==> src/rtl/pipe_stage_reg.sv <==
// pipe_stage_reg: parametrised register between two adjacent pipeline stages.
// It carries an opaque payload, a valid bit and delay-slot flags, and counts bubbles and flushes.
// Latency: 1 cycle from inputs to outputs on an advance.
// Backpressure: none of its own. The shared stall vector selects advance, bubble or hold. flush wins over every stall pattern.
//
// Ports:
//   clk, rst          clock (rising edge); synchronous active-high reset
//   stall[STALL_W]    global stall vector, 1 = stop. This stage reads bits STAGE and STAGE+1.
//   flush             squash the stage contents (exception / mispredict)
//   clr_cnt           synchronous clear of both performance counters
//   in_valid          upstream entry is valid
//   in_payload        upstream payload
//   in_ds             upstream instruction is in a delay slot
//   in_next_ds        the next fetched instruction will be in a delay slot
//   out_valid         registered valid
//   out_payload       registered payload
//   out_ds            registered delay-slot flag
//   ds_next_o         sticky next-is-delay-slot flag, fed back to decode
//   bubble_cnt        saturating count of inserted bubbles
//   flush_cnt         saturating count of flush cycles

module pipe_stage_reg #(
  parameter int unsigned       DATA_W         = 96,
  parameter int unsigned       STALL_W        = 6,
  parameter int unsigned       STAGE          = 2,
  parameter logic [DATA_W-1:0] NOP_PAYLOAD    = '0,
  parameter bit                SQUASH_INVALID = 1'b1,
  parameter int unsigned       CNT_W          = 16
) (
  input  logic               clk,
  input  logic               rst,
  input  logic [STALL_W-1:0] stall,
  input  logic               flush,
  input  logic               clr_cnt,
  input  logic               in_valid,
  input  logic [DATA_W-1:0]  in_payload,
  input  logic               in_ds,
  input  logic               in_next_ds,
  output logic               out_valid,
  output logic [DATA_W-1:0]  out_payload,
  output logic               out_ds,
  output logic               ds_next_o,
  output logic [CNT_W-1:0]   bubble_cnt,
  output logic [CNT_W-1:0]   flush_cnt
);

  // The downstream stall bit is stall[STAGE+1], so STAGE must leave room for it.
  generate
    if (STAGE + 2 > STALL_W) begin : g_bad_stage
      $error("pipe_stage_reg: STAGE (%0d) must be <= STALL_W-2 (%0d)", STAGE, STALL_W - 2);
    end
  endgenerate

  localparam logic [CNT_W-1:0] CNT_MAX = '1;

  // --------------------------------------------------------------------------
  // Action decode
  // --------------------------------------------------------------------------
  logic              w_stall_up;
  logic              w_stall_dn;
  logic              w_bubble;
  logic              w_advance;
  logic [DATA_W-1:0] w_adv_payload;
  logic              w_unused_stall;

  assign w_stall_up = stall[STAGE];
  assign w_stall_dn = stall[STAGE+1];

  // Upstream stopped while downstream drains, so a bubble is inserted here.
  assign w_bubble  = ~flush & w_stall_up & ~w_stall_dn;
  // Upstream not stalled. The illegal pattern (up=0, dn=1) also lands here
  // so the stage never loses an upstream entry.
  assign w_advance = ~flush & ~w_stall_up;
  // Both stalled: no strobe, so the registers simply keep their value.

  // Invalid entries can carry NOP_PAYLOAD so that downstream logic never sees
  // stale payload bits that toggle without a valid entry behind them.
  assign w_adv_payload = (SQUASH_INVALID && !in_valid) ? NOP_PAYLOAD : in_payload;

  // Only two bits of the shared stall vector matter to this stage.
  assign w_unused_stall = ^stall;

  // --------------------------------------------------------------------------
  // Data path registers
  // --------------------------------------------------------------------------
  logic              r_valid;
  logic [DATA_W-1:0] r_payload;
  logic              r_ds;
  logic              r_ds_next;

  always_ff @(posedge clk) begin
    if (rst) begin
      r_valid   <= 1'b0;
      r_payload <= NOP_PAYLOAD;
      r_ds      <= 1'b0;
      r_ds_next <= 1'b0;
    end else if (flush) begin
      r_valid   <= 1'b0;
      r_payload <= NOP_PAYLOAD;
      r_ds      <= 1'b0;
      r_ds_next <= 1'b0;
    end else if (w_bubble) begin
      // ds_next is deliberately untouched. The instruction that set it is
      // still upstream, and decode needs the flag when that instruction advances.
      r_valid   <= 1'b0;
      r_payload <= NOP_PAYLOAD;
      r_ds      <= 1'b0;
    end else if (w_advance) begin
      r_valid   <= in_valid;
      r_payload <= w_adv_payload;
      r_ds      <= in_ds;
      r_ds_next <= in_next_ds;
    end
  end

  assign out_valid   = r_valid;
  assign out_payload = r_payload;
  assign out_ds      = r_ds;
  assign ds_next_o   = r_ds_next;

  // --------------------------------------------------------------------------
  // Performance counters: saturating, and independent of the data path action
  // --------------------------------------------------------------------------
  logic [CNT_W-1:0] r_bubble_cnt;
  logic [CNT_W-1:0] r_flush_cnt;
  logic             w_bubble_inc;
  logic             w_flush_inc;

  assign w_bubble_inc = w_bubble && (r_bubble_cnt != CNT_MAX);
  assign w_flush_inc  = flush    && (r_flush_cnt  != CNT_MAX);

  always_ff @(posedge clk) begin
    if (rst || clr_cnt) begin
      r_bubble_cnt <= '0;
      r_flush_cnt  <= '0;
    end else begin
      if (w_bubble_inc) begin
        r_bubble_cnt <= r_bubble_cnt + 1'b1;
      end
      if (w_flush_inc) begin
        r_flush_cnt <= r_flush_cnt + 1'b1;
      end
    end
  end

  assign bubble_cnt = r_bubble_cnt;
  assign flush_cnt  = r_flush_cnt;

  // --------------------------------------------------------------------------
  // Simulation check: the stall controller must never stall downstream while
  // upstream is free to move.
  // --------------------------------------------------------------------------
  a_legal_stall: assert property (@(posedge clk) disable iff (rst)
                                  !(!w_stall_up && w_stall_dn));

endmodule

==> config.mk <==
export PLATFORM = sky130hd
export DESIGN_NAME = pipe_stage_reg
export DESIGN_NICKNAME = d
export VERILOG_FILES = /design/src/rtl/pipe_stage_reg.sv
export SDC_FILE = /design/constraint.sdc
export NUM_CORES = 1
export LEC_CHECK = 0
export CAP_MARGIN = 20
export CORE_ASPECT_RATIO = 1.25
export CORE_MARGIN = 1.5
export CORE_UTILIZATION = 30
export CTS_CLUSTER_SIZE = 14
export DETAILED_ROUTE_END_ITERATION = 10
export GPL_TIMING_DRIVEN = 1
export PLACE_DENSITY = 0.68
export SLEW_MARGIN = 20
export SYNTH_ARGS = -nofsm -noshare
export SYNTH_HDL_FRONTEND = slang
export SYNTH_SLANG_ARGS = --single-unit
export TNS_END_PERCENT = 1
==> constraint.sdc <==
create_clock -name clk -period 3.6 [get_ports clk]
set_clock_uncertainty 0.2 [all_clocks]
set_input_delay 0.36 -clock clk [delete_from_list [all_inputs] [get_ports clk]]
set_output_delay 0.36 -clock clk [all_outputs]
set_load 0.01 [all_outputs]
* Word level (Yosys, flattened, before mapping)
Cells that the tools add are included.
W data, S select, Z words.
** Cells by class
- Add/sub/neg operators :: 2
- Equal/unequal tests :: 2
- Multiplexer cells :: 1
- Bitwise gates (word level) :: 7
- Reductions and logical operators :: 6
** Operator list (count)
- $mux W96 :: 1
- $add A16 B1 Y16 const B :: 2
- $ne A16 B16 Y1 const B :: 2
- $not A1 Y1 :: 4
- $and A1 B1 Y1 :: 3
- $reduce_or A3 Y1 :: 1
- $logic_and A1 B1 Y1 :: 2
- $reduce_and A2 Y1 :: 1
- $reduce_or A2 Y1 :: 1
- $logic_or A1 B1 Y1 :: 1
** Word-level totals
- Bits in registers :: 131
- Output and inout port bits :: 131
- Logic and storage cells :: 24

* Depth between registers and ports, before layout
- Depth after elaboration :: 5
- Mapped depth :: 7
- Gate-level depth less buffers :: 5

* Worst setup path before layout
No wires, ideal clock.
- Path kind :: reg-to-reg
- From :: register r_flush_cnt[0] (netlist: flush_cnt[0])
- To :: register r_flush_cnt[3] (netlist: flush_cnt[3])
- Library setup time :: 0.132 ns
- Arrival time :: 1.640 ns
- Data required time :: 3.268 ns
- Slack :: 1.628 ns
- Cell stages (with the launch flop) :: 7
- Buffers on the path :: 1
- Cell sequence :: dfxtp_1 -> ha_1 -> clkbuf_2 -> nand4_1 -> o41ai_2 -> or3_1 -> a21oi_1
** Between the ends
- Cells in the longest elaborated chain, start to end :: 2
** RTL lines
- start: declaration :: RTL line 125 : logic [CNT_W-1:0] r_flush_cnt;
- start signal: assignment :: RTL line 141 : r_flush_cnt <= r_flush_cnt + 1'b1;
- branches (longest 2 deep; another with $add A16 B1 Y16)
Several ways; the timed one is not identified.
A chain may end at the register's enable or synchronous reset.

* Worst setup path after layout
- From :: input flush
- To :: register r_bubble_cnt[5] (netlist: bubble_cnt[5])
** Between the ends
- Cells in the longest elaborated chain, start to end :: 4
** RTL lines
- start: declaration :: RTL line 33 : input logic flush,
- $not A1 Y1 :: RTL line 70 : assign w_bubble = ~flush & w_stall_up & ~w_stall_dn;
- $and A1 B1 Y1 (2 in series) :: RTL line 70
- $logic_and A1 B1 Y1 :: RTL line 129 : assign w_bubble_inc = w_bubble && (r_bubble_cnt != CNT_MAX);
- end signal: assignment :: RTL line 138 : r_bubble_cnt <= r_bubble_cnt + 1'b1;
- end: declaration :: RTL line 124 : logic [CNT_W-1:0] r_bubble_cnt;
No other way between the ends.

==> run summary <==
outcome -> finished, final reports clean
diodes inserted -> 0
Setup Crit Path Kind -> input pin to flip-flop
syn_area_per_cell -> 8.18 um2
Most Crowded Layer GR -> met2
initial core utilization -> 0.307
area growth from synthesis to layout -> 60.2%
cell area power density -> 421 mW/mm2
slowest stage cell, crit path -> clkdlybuf4s50_1
Nets -> 956
maximum clock insertion buffer count -> 2
Post-DRT Antenna Nets -> 0
Clock Latency Late Sink -> 420 ps
first-pass GRT wire length -> 25,700 um
DRC -> 0
share of layout cells above drive strength 1 -> 0.0559
hold buffer count at CTS -> 0
r2r endpoint -> flush_cnt[2]$_SDFFE_PP0P_
CP Cell Sequence -> clkdlybuf4s50_1, nor3b_4, nand4_1, or4_1, a21oi_1
# port buffers -> 235
die height -> 150 um
sequential element share of the synthesized area -> 0.505
worst stage delay on the critical path -> 700 ps
CTS tree -> done
CP delay by family, top -> simple AND/OR/NAND/NOR gates
Tmin final -> 2410 ps
pin count of the biggest net entering global routing -> 98
Max-cap violations -> 0
initial antenna violation count -> 0
Yosys cell types -> 43
die area -> 0.0181 mm2
Worst Tran Pin Value -> 772 ps
Max Freq -> 415 MHz
Worst R2R Setup Slack -> 1330 ps
Seq cells post-synth -> 131
postcts setup bufs -> 0
H-tree depth -> 4
Inserted Clock Buffers -> 17
commonest non-fill, non-tap cell in the layout -> clkdlybuf4s50_1
Worst Setup End Kind -> flip-flop
RSZ-0062 raised after global routing -> false
most frequent cells in the layout -> clkdlybuf4s50_1 (234), dfxtp_1 (131), nand2_1 (116)
final RePlAce weighted congestion -> 0.785
power after layout -> 0.00351 W
Placeable Area -> 0.0169 mm2
total gr overflow -> 0
met3 usage -> 0.0693
WL/cell -> 15.4 um
vias in the first global route -> 5,039
Root Driver -> clkbuf_16
Leakage -> 2.65 nW
Hold Vio Cnt, Final -> 0
setup violators final -> 0
final wirelength -> 16,600 um
period utilization -> 0.669
VDD IR-drop max -> 0.000248 V
min-delay worst type -> flip-flop to flip-flop
Die W -> 121 um
Yosys warnings -> 0
Pre-Repair DR Iteration Count -> 4
count of standard-cell rows -> 53
Clock Pin Slew Worst Setup and Hold Paths -> 60 ps
post-DP HPWL -> 11,100 um
post-synthesis cell area -> 0.00520 mm2
max-slew violations -> 0
post-synth net total -> 746
RR Startpoint -> flush_cnt[0]$_SDFFE_PP0P_
Final Cell Area -> 0.00832 mm2
Mapped Cells -> 635
gr usage total -> 0.180
cts repair resizes -> 0
via count -> 5,336
Sink Count -> 131
Slew HR -> 0.484
Critical path origin -> flush
Setup crit end -> bubble_cnt[5]$_SDFFE_PP0P_
Placed Area -> 0.00773 mm2
setup TNS -> 0 ps
# IOs -> 240
Worst Path Buf+Inv -> 1
CP max FO -> 12
Req. time, crit path -> 3750 ps
drt first-iter violations -> 328
drt via density -> 4.95
grt met1 use -> 0.205
WP depth -> 5
worst path arrival time -> 2550 ps
path depth of the worst reg2reg path -> 5
M2 GR Usage -> 0.298
crit start category -> input pin
-- power breakdown --
part | internal, W | switching (W) | total, W
Sequential | 0.00146 | 0.00000764 | 0.00147
Clock | 0.00109 | 0.000666 | 0.00175
Combinational | 0.000151 | 0.000130 | 0.000282
-- worst min path at each step --
stage	startpoint	to	slack, ps	cells after the start
floorplan	rst	ds_next_o$_SDFFE_PP0P_	240	1
global placement	out_payload[4]$_SDFFE_PP0P_	out_payload[4]$_SDFFE_PP0P_	240	2
detailed placement	out_payload[38]$_SDFFE_PP0P_	out_payload[38]$_SDFFE_PP0P_	240	2
CTS	out_payload[38]$_SDFFE_PP0P_	out_payload[38]$_SDFFE_PP0P_	250	2
global route	out_payload[84]$_SDFFE_PP0P_	out_payload[84]$_SDFFE_PP0P_	260	2
finish	out_payload[45]$_SDFFE_PP0P_	out_payload[45]$_SDFFE_PP0P_	250	2
-- cell usage after synthesis --
cell type | number | share of area
nand4_1 | 12 | 0.014
nor4_1 | 9 | 0.011
nor3_1 | 7 | 0.0067
or4_1 | 5 | 0.0072
or3b_2 | 1 | 0.0017
and4_1 | 4 | 0.0067
nor2_1 | 9 | 0.0065
o31a_1 | 3 | 0.0051
a211oi_1 | 1 | 0.0014
xnor2_1 | 1 | 0.0017
o2111ai_1 | 2 | 0.0034
or3_1 | 12 | 0.014
nand4_2 | 1 | 0.0024
o41a_1 | 1 | 0.0022
mux2i_1 | 4 | 0.0077
nand3_1 | 107 | 0.10
o41ai_2 | 1 | 0.0031
a41oi_1 | 1 | 0.0017
buf_6 | 1 | 0.0022
and3_1 | 4 | 0.0048
o41ai_1 | 1 | 0.0017
a21boi_0 | 1 | 0.0014
o21ai_1 | 1 | 0.00096
o21a_1 | 3 | 0.0043
o211a_1 | 1 | 0.0019
clkbuf_1 | 37 | 0.027
buf_2 | 9 | 0.0087
and2_1 | 1 | 0.0012
ha_1 | 2 | 0.0048
a21oi_1 | 115 | 0.11
o21ai_0 | 11 | 0.011
o41ai_4 | 1 | 0.0053
nor3b_4 | 1 | 0.0036
inv_1 | 3 | 0.0022
o31ai_1 | 4 | 0.0058
a31o_2 | 1 | 0.0017
o311ai_0 | 1 | 0.0017
or2_2 | 2 | 0.0024
clkbuf_2 | 2 | 0.0019
dfxtp_1 | 131 | 0.50
xor2_1 | 3 | 0.0051
buf_1 | 2 | 0.0014
nand2_1 | 116 | 0.084
-- registers in the layout, summed over array words and instances, names as in the netlist --
signal       count
bubble_cnt      16
out_payload     96
flush_cnt       16
out_ds           1
ds_next_o        1
out_valid        1
-- tightest hold or removal path, stage by stage (launching register included) --
cell     delay (ps)
dfxtp_1         310
nand2_1          50
a21oi_1          50
-- per-layer routing --
| metal | share of wire | up-vias |
|---|---|---|
| met5 | 0 | - |
| met3 | 0.069 | 23 |
| met1 | 0.40 | 2478 |
| met4 | 0.024 | 0 |
| met2 | 0.50 | 164 |
| li1 | - | 2671 |
-- layout make-up --
| cell class | instances | area [um2] |
|---|---|---|
| Multi-Input combinational cell | 450 | 2370 |
| Fill cell | 1623 | 8590 |
| Timing Repair Buffer | 242 | 2450 |
| Sequential cell | 131 | 2620 |
| Tap cell | 220 | 275 |
| Clock inverter | 13 | 160 |
| Clock buffer | 19 | 433 |
| Inverter | 3 | 11.3 |
-- cells by family after synthesis --
| logic type | Yosys count | synth area share |
|---|---|---|
| multiplexers | 4 | 0.00771 |
| XOR/XNOR | 4 | 0.00674 |
| AND/OR/NAND/NOR | 291 | 0.270 |
| flip-flops | 131 | 0.505 |
| AO/OA/AOI/OAI | 149 | 0.163 |
| buffers and inverters | 54 | 0.0431 |
| adder cells (fa/ha/maj) | 2 | 0.00482 |
-- stage by stage --
stage | worst slack [ps] | utilization | std cells | hold slack, ps
floorplan | 1630 | - | 635 | 237
global placement | 817 | 0.457 | 1046 | 237
detailed placement | 776 | 0.457 | 1046 | 242
CTS | 1200 | 0.492 | 1078 | 250
global route | 1030 | 0.492 | 1078 | 262
finish | 1190 | 0.492 | 1078 | 247
(Power assumes the default switching activity.)
